--- src/rtl/ip_tx_arbiter.sv ---
// Round-robin scheduler sharing the IP transmit engine between the UDP and ICMP transmitters,
// with a watchdog that recovers from packets the engine drops without an end strobe.
module ip_tx_arbiter #(
    parameter logic [7:0]  UDP_TYPE  = 8'h11,
    parameter logic [7:0]  ICMP_TYPE = 8'h01,
    parameter int unsigned WDOG_W    = 20
) (
    input  logic        clk,
    input  logic        rst,
    input  logic        udp_tx_req,
    input  logic        icmp_tx_req,
    input  logic [15:0] udp_send_data_length,
    input  logic [15:0] icmp_send_data_length,
    input  logic        udp_tx_ready,
    input  logic        icmp_tx_ready,
    input  logic [7:0]  udp_tx_data,
    input  logic [7:0]  icmp_tx_data,
    output logic        udp_tx_ack,
    output logic        icmp_tx_ack,
    output logic        udp_data_req,
    output logic        icmp_data_req,
    output logic        udp_tx_end,
    output logic        icmp_tx_end,
    output logic        ip_tx_req,
    input  logic        ip_tx_ack,
    output logic [7:0]  ip_send_type,
    output logic [15:0] ip_send_data_length,
    output logic [7:0]  upper_layer_data,
    output logic        upper_tx_ready,
    input  logic        upper_data_req,
    input  logic        ip_tx_end,
    output logic        arb_busy,
    output logic        arb_abort
);
    typedef enum logic [3:0] {
        StIdle  = 4'b0001,
        StGrant = 4'b0010,
        StSend  = 4'b0100,
        StDone  = 4'b1000
    } state_e;

    // sel/last_grant encoding: 0 = UDP, 1 = ICMP
    state_e            state_q, state_d;
    logic              sel_q, sel_d;
    logic              last_q, last_d;
    logic              req_q, req_d;
    logic              udp_ack_q, udp_ack_d;
    logic              icmp_ack_q, icmp_ack_d;
    logic              abort_q, abort_d;
    logic [WDOG_W-1:0] wdog_q, wdog_d;
    logic              wdog_exp;

    assign wdog_exp = &wdog_q;

    always_comb begin
        state_d    = state_q;
        sel_d      = sel_q;
        last_d     = last_q;
        req_d      = req_q;
        udp_ack_d  = 1'b0;
        icmp_ack_d = 1'b0;
        abort_d    = 1'b0;
        wdog_d     = '0;
        unique case (state_q)
            StIdle: begin
                if (udp_tx_req || icmp_tx_req) begin
                    // On a tie the side that did not go last wins
                    sel_d   = (udp_tx_req && icmp_tx_req) ? ~last_q : icmp_tx_req;
                    req_d   = 1'b1;
                    state_d = StGrant;
                end
            end
            StGrant: begin
                wdog_d = wdog_q + WDOG_W'(1);
                if (wdog_exp) begin
                    abort_d = 1'b1;
                    req_d   = 1'b0;
                    last_d  = sel_q;
                    wdog_d  = '0;
                    state_d = StIdle;
                end else if (ip_tx_ack) begin
                    req_d      = 1'b0;
                    udp_ack_d  = ~sel_q;
                    icmp_ack_d = sel_q;
                    state_d    = StSend;
                end
            end
            StSend: begin
                wdog_d = wdog_q + WDOG_W'(1);
                if (ip_tx_end) begin
                    state_d = StDone;
                end else if (wdog_exp) begin
                    abort_d = 1'b1;
                    last_d  = sel_q;
                    wdog_d  = '0;
                    state_d = StIdle;
                end
            end
            StDone: begin
                last_d  = sel_q;
                state_d = StIdle;
            end
            default: state_d = StIdle;
        endcase
    end

    always_ff @(posedge clk) begin
        if (rst) begin
            state_q    <= StIdle;
            sel_q      <= 1'b0;
            last_q     <= 1'b0;
            req_q      <= 1'b0;
            udp_ack_q  <= 1'b0;
            icmp_ack_q <= 1'b0;
            abort_q    <= 1'b0;
            wdog_q     <= '0;
        end else begin
            state_q    <= state_d;
            sel_q      <= sel_d;
            last_q     <= last_d;
            req_q      <= req_d;
            udp_ack_q  <= udp_ack_d;
            icmp_ack_q <= icmp_ack_d;
            abort_q    <= abort_d;
            wdog_q     <= wdog_d;
        end
    end

    assign ip_tx_req   = req_q;
    assign udp_tx_ack  = udp_ack_q;
    assign icmp_tx_ack = icmp_ack_q;
    assign arb_abort   = abort_q;
    assign arb_busy    = (state_q != StIdle);

    // Zero-latency routing between the engine and the selected requester
    always_comb begin
        ip_send_type        = 8'h00;
        ip_send_data_length = 16'h0000;
        upper_layer_data    = 8'h00;
        upper_tx_ready      = 1'b0;
        udp_data_req        = 1'b0;
        icmp_data_req       = 1'b0;
        udp_tx_end          = 1'b0;
        icmp_tx_end         = 1'b0;
        if (state_q != StIdle) begin
            if (sel_q) begin
                ip_send_type        = ICMP_TYPE;
                ip_send_data_length = icmp_send_data_length;
                upper_layer_data    = icmp_tx_data;
                upper_tx_ready      = icmp_tx_ready;
                icmp_data_req       = upper_data_req;
                icmp_tx_end         = ip_tx_end;
            end else begin
                ip_send_type        = UDP_TYPE;
                ip_send_data_length = udp_send_data_length;
                upper_layer_data    = udp_tx_data;
                upper_tx_ready      = udp_tx_ready;
                udp_data_req        = upper_data_req;
                udp_tx_end          = ip_tx_end;
            end
        end
    end
endmodule

--- config.mk ---
export PLATFORM = sky130hd
export DESIGN_NAME = ip_tx_arbiter
export DESIGN_NICKNAME = d
export VERILOG_FILES = /design/src/rtl/ip_tx_arbiter.sv
export SDC_FILE = /design/constraint.sdc
export NUM_CORES = 1
export LEC_CHECK = 0
export BUFFER_PORTS_ARGS = -buffer_cell sky130_fd_sc_hd__clkbuf_2
export CORE_UTILIZATION = 46
export CTS_BUF_LIST = sky130_fd_sc_hd__clkbuf_2
export CTS_CLUSTER_DIAMETER = 100
export DETAILED_ROUTE_END_ITERATION = 6
export PLACE_DENSITY = 0.91
export SLEW_MARGIN = 20
export SYNTH_ARGS = -nofsm -noshare
export SYNTH_HDL_FRONTEND = slang
export SYNTH_SLANG_ARGS = --single-unit
--- constraint.sdc ---
create_clock -name clk -period 2.3 [get_ports clk]
set_clock_uncertainty 0.1 [all_clocks]
set_input_delay 0 -clock clk [delete_from_list [all_inputs] [get_ports clk]]
set_output_delay 0 -clock clk [all_outputs]
set_load 0.01 [all_outputs]
---- Word-level counts from Yosys, hierarchy flattened ----
Cells that the tools add are included.
storage, ports and cells
  bits in registers ....................... 30
  input port bits ......................... 57
  output and inout bits ................... 42
  word-level logic and storage cells ...... 68
operators by class
  $add $sub $neg .......................... 1
  equal/unequal tests ..................... 9
  mux-type cells .......................... 36
  bitwise logic cells ..................... 4
  reduce and logical (&&, ||, !) cells .... 10
operator list
  kind                                                                      number
  20-bit two-way mux                                                        2
  20-bit case mux with 2 select lines                                       1
  16-bit two-way mux                                                        2
  20-bit by 1-bit adder with 20-bit output (second input constant)          1
  4-bit two-way mux                                                         5
  20-bit AND reduction                                                      1
  1-bit two-way mux                                                         18
  8-bit two-way mux                                                         2
  4-bit case mux with 3 select lines                                        1
  5-bit two-way mux                                                         2
  3-bit inequality test (second input constant)                             2
  3-bit AND reduction                                                       2
  4-bit by 1-bit equality test with 1-bit output (second input constant)    1
  4-bit by 2-bit equality test with 1-bit output (second input constant)    1
  4-bit by 3-bit equality test with 1-bit output (second input constant)    1
  4-bit equality test (second input constant)                               1
  2-bit inequality test (second input constant)                             2
  4-bit by 1-bit inequality test with 1-bit output (second input constant)  1
  1-bit inverter                                                            4
  1-bit case mux with 2 select lines                                        2
  2-bit AND reduction                                                       2
  4-bit OR reduction                                                        1
  1-bit case mux with 3 select lines                                        1
  3-bit nonzero test                                                        1
  3 further kinds                                                           3

---- Logic depth before layout (Yosys ltp) ----
  depth after elaboration ................. 4
  depth in mapped cells ................... 7
  gate-level depth less buffers ........... 6

---- Worst setup path after synthesis ----
No wires, ideal clock.
  path kind ............................... register to register
  start point ............................. reg wdog_q[0]
  end point ............................... reg last_q
  setup time .............................. 0.133 ns
  arrival ................................. 1.804 ns
  path slack .............................. 0.263 ns
  stages on the path, launching flop included .. 7
  period minus slack after synthesis ...... 2.037 ns
  cells stage by stage .................... dfxtp_1 > ha_1 > nand3_1 > or3_2 > clkbuf_1 > o41ai_1 > o21ai_0
on the way
  longest elaborated chain between the ends .. 4
ends and longest elaborated chain
  element                               line  RTL
  start, declared                       50    logic [WDOG_W-1:0] wdog_q, wdog_d;
  start signal, assigned                125   wdog_q <= wdog_d;
  20-bit AND reduction *                53    assign wdog_exp = &wdog_q;
  1-bit two-way mux *                   --
  1-bit two-way mux                     --
  1-bit case mux with 3 select lines *  --
  end signal, assigned                  120   last_q <= last_d;
  end, declared                         45    logic last_q, last_d;
Mark *: on every way between the ends. The rest lies on a longest branch, timed or not. The select of a mux whose other input is x is not followed.
A chain may end at the register's enable or synchronous reset.

---- Worst setup path in the final report ----
  start point ............................. reg wdog_q[7]
  end point ............................... reg wdog_q[11]
on the way
  longest elaborated chain between the ends .. 4
ends and longest elaborated chain
  element                                                                           line        RTL
  20-bit by 1-bit adder with 20-bit output or 20-bit AND reduction (tied branches)  74, 89, 53
  20-bit two-way mux                                                                75, 92
  20-bit two-way mux                                                                90          if (ip_tx_end) begin
  20-bit case mux with 2 select lines *                                             64          unique case (state_q)
Mark *: on every way between the ends. The rest lies on a longest branch, timed or not.

==> impl_metrics.tcl <==
set metrics [dict create \
    status "finished, final reports clean" \
    min_period_ps 2100 \
    dp.final_hpwl_um 3410 \
    p_switching_mw 0.493 \
    yosys_warnings 0 \
    rsz0062_at_grt "no" \
    p_leak_nw 1.06 \
    clockBufferDepth 2 \
    slew_headroom_pct 58.9 \
    yosys_register_bits 30 \
    die_h_um 63.9 \
    p_per_area_nw_per_um2 574 \
    drtIter0Drc 58 \
    grt_remaining_overflow 0 \
    p_int_mw 0.867 \
    whs_ps 212 \
    place_inst 357 \
    pwr-share-clk_pct 17.9 \
    power.total_mw 1.36 \
    syn_area_um2 1760 \
    slowest_stage "or4_1" \
    placed_area_um2 2270 \
    yosysSeqAreaShare_pct 34.1 \
    synth.distinct_cells 38 \
    nNetsFinal 380 \
    cts.clk_slew.worst_paths_ps 130 \
    grt_pass1_wl_um 6770 \
    chipWidth_um 63.9 \
    worst_pin_slew_ps 615 \
    antenna_cells 0 \
    portBuffers 92 \
    swShare_pct 36.3 \
    maxSlewViolCount 0 \
    crit_required_ps 2450 \
    final_common_cell "clkbuf_2" \
    synth_top_area_share_pct 34.1 \
    criticalPathCategory "reg2reg" \
    finalSetupViolCount 0 \
    drt_first_pass_iters 6 \
    final_area_um2 2370 \
    clock_sinks 30 \
    drive_above_1_share_pct 35.1 \
    cts-root-buf "clkbuf_2" \
    ios 99 \
    seqPwrFrac_pct 41.4 \
    max_freq_mhz 476 \
    wl_per_cell_um 11.8 \
    endpoint_kind "flip-flop" \
    drv_cap 0 \
    vias_per_cell 4.96 \
    p_comb_share_pct 40.7 \
    vdd_drop_max_v 0.000279 \
    mostFrequentLayoutCells "99 x clkbuf_2, 57 x nor2_1, 30 x dfxtp_1, 25 x mux2i_1" \
    numCtsBuffers 5 \
    layoutNonFillerInstCount 370 \
    coreArea_um2 3660 \
    max_stage_delay_ps 610 \
    grt_pass1_vias 1603 \
    synth.largest_area_cell "dfxtp_1" \
    syn2layout_area_growth_pct 34.4 \
    fp-row-count 22 \
    gp_congestion 0.816 \
    antenna_left 0 \
    hp-class "in2out" \
    startpoint_type "flip-flop" \
    finalHoldViolations 0 \
    num_vias 1837 \
    route.detailed.drc 0 \
    die_area_um2 4080 \
    cts_tree "built" \
    grt_usage_pct 21.5 \
    antenna_found_initial 0 \
    synth_area_per_cell_um2 7.90 \
    arrival_ps 2240 \
    synthCells 223 \
    initial_core_util_pct 48.1 \
    insertion_delay_ps 360 \
    htreeDepth 2 \
    grt_max_degree 23 \
    fin_crit_sh_pct 91.2 \
    drt_wl_total_um 4360 \
    ys_top_cells_by_area "dfxtp_1 34%, mux2i_1 14%, nor2_1 12%, xor2_1 4.5%, xnor2_1 4.0%" \
    tns_ps 0 \
    worstPathCellList "nand4_1 > or2_1 > or4_1 > o21bai_4 > buf_4 > nor3_1" \
    path_max_fanout 9 \
]
[logic make-up after synthesis]
kind of cell / share of synthesized area, %
DFF: 34.1
AOI/OAI and AO/OA: 6.46
adders and majority gates: 0.710
xor gates and xnor gates: 8.45
other: 0.213
muxes: 14.2
and+or+nand+nor: 29.0
buffers and inverters: 6.89
[critical path, delay by kind of cell, from the launching register on]
family / cells / cell delay, ps
AOI/OAI and AO/OA: 1 / 170
buffers and inverters: 1 / 180
DFF: 1 / 420
and+or+nand+nor: 4 / 1120
[final cells by class]
type | count | area, um^2
Fill cell | 316 | 1290
Multi-Input combinational cell | 175 | 1070
Sequential cell | 30 | 601
Timing Repair Buffer | 104 | 578
Tap cell | 48 | 60.1
Clock buffer | 7 | 35.0
Inverter | 6 | 22.5
[power groups by stage]
stage	clock network (mW)	logic, mW	registers, mW
final	0.243	0.554	0.563
after global routing	0.275	0.607	0.568
after CTS	0.253	0.552	0.563
after detailed placement	0	0.540	0.574
after global placement	0	0.529	0.573
after floorplan	0	0.337	0.562
[per-layer routing]
metal / vias up / wire [um] / share of wire [%] / global-route usage, %
li1: 937 / - / - / -
met3: 6 / 213 / 4.9 / 6.79
met5: - / 0 / 0 / 0
met2: 57 / 2230 / 51 / 38.2
met1: 837 / 1880 / 43 / 24.0
met4: 0 / 34 / 0.78 / 7.39
[metrics by stage]
stage          setup slack (ps)  utilization, %
6_report                    201            64.7
5_1_grt                    4.55            64.7
4_1_cts                     136            64.5
3_5_place_dp                168            61.9
3_3_place_gp                245            61.9
2_1_floorplan               263               -
[synth_stat cells]
master     n
or3_1      1
o21a_1     1
buf_6      1
mux2i_1   25
or4b_2     1
dfxtp_1   30
nand3b_1   1
o21bai_4   1
or2_1      1
or3_2      1
and3_1     3
or4_2      2
and2_1     2
and4_2     1
nor3_1    10
buf_2      1
a21o_1     1
nor2b_1    2
clkbuf_1   8
nand2b_1   1
xor2_1     9
ha_1       1
a21oi_1    3
nor3b_1    1
buf_4      7
nor2_1    57
nor4b_1    1
nand4_1    4
a31oi_1    2
xnor2_1    8
or4_1      1
o41ai_1    1
conb_1     1
nand3_1    9
o21ai_0    7
inv_1      6
a32oi_1    1
nand2_1   10
[final timing paths]
check | startpoint | end | slack [ps] | cells past startpoint
worst min-delay path | upper_data_req | udp_data_req | 210 | 3
worst max-delay path | wdog_q[7] | wdog_q[11] | 200 | 6
worst min register to register | wdog_q[0] | wdog_q[0] | 390 | 1
worst max register to register | wdog_q[7] | wdog_q[11] | 200 | 6
[state kept, by name, indices dropped and copies added, names as in the netlist]
name and cells:
arb_abort 1, icmp_tx_ack 1, ip_tx_req 1, last_q 1
sel_q 1, state_q 4, udp_tx_ack 1, wdog_q 20
[what timing repair did]
action | CTS | global route
hold buffers | 6 | 0
resized for setup | 0 | 1
buffers inserted | 0 | 0
setup endpoints to repair | 0 | 1
hold endpoints to repair | 11 | 0
Power figures use the tool's default switching activity.
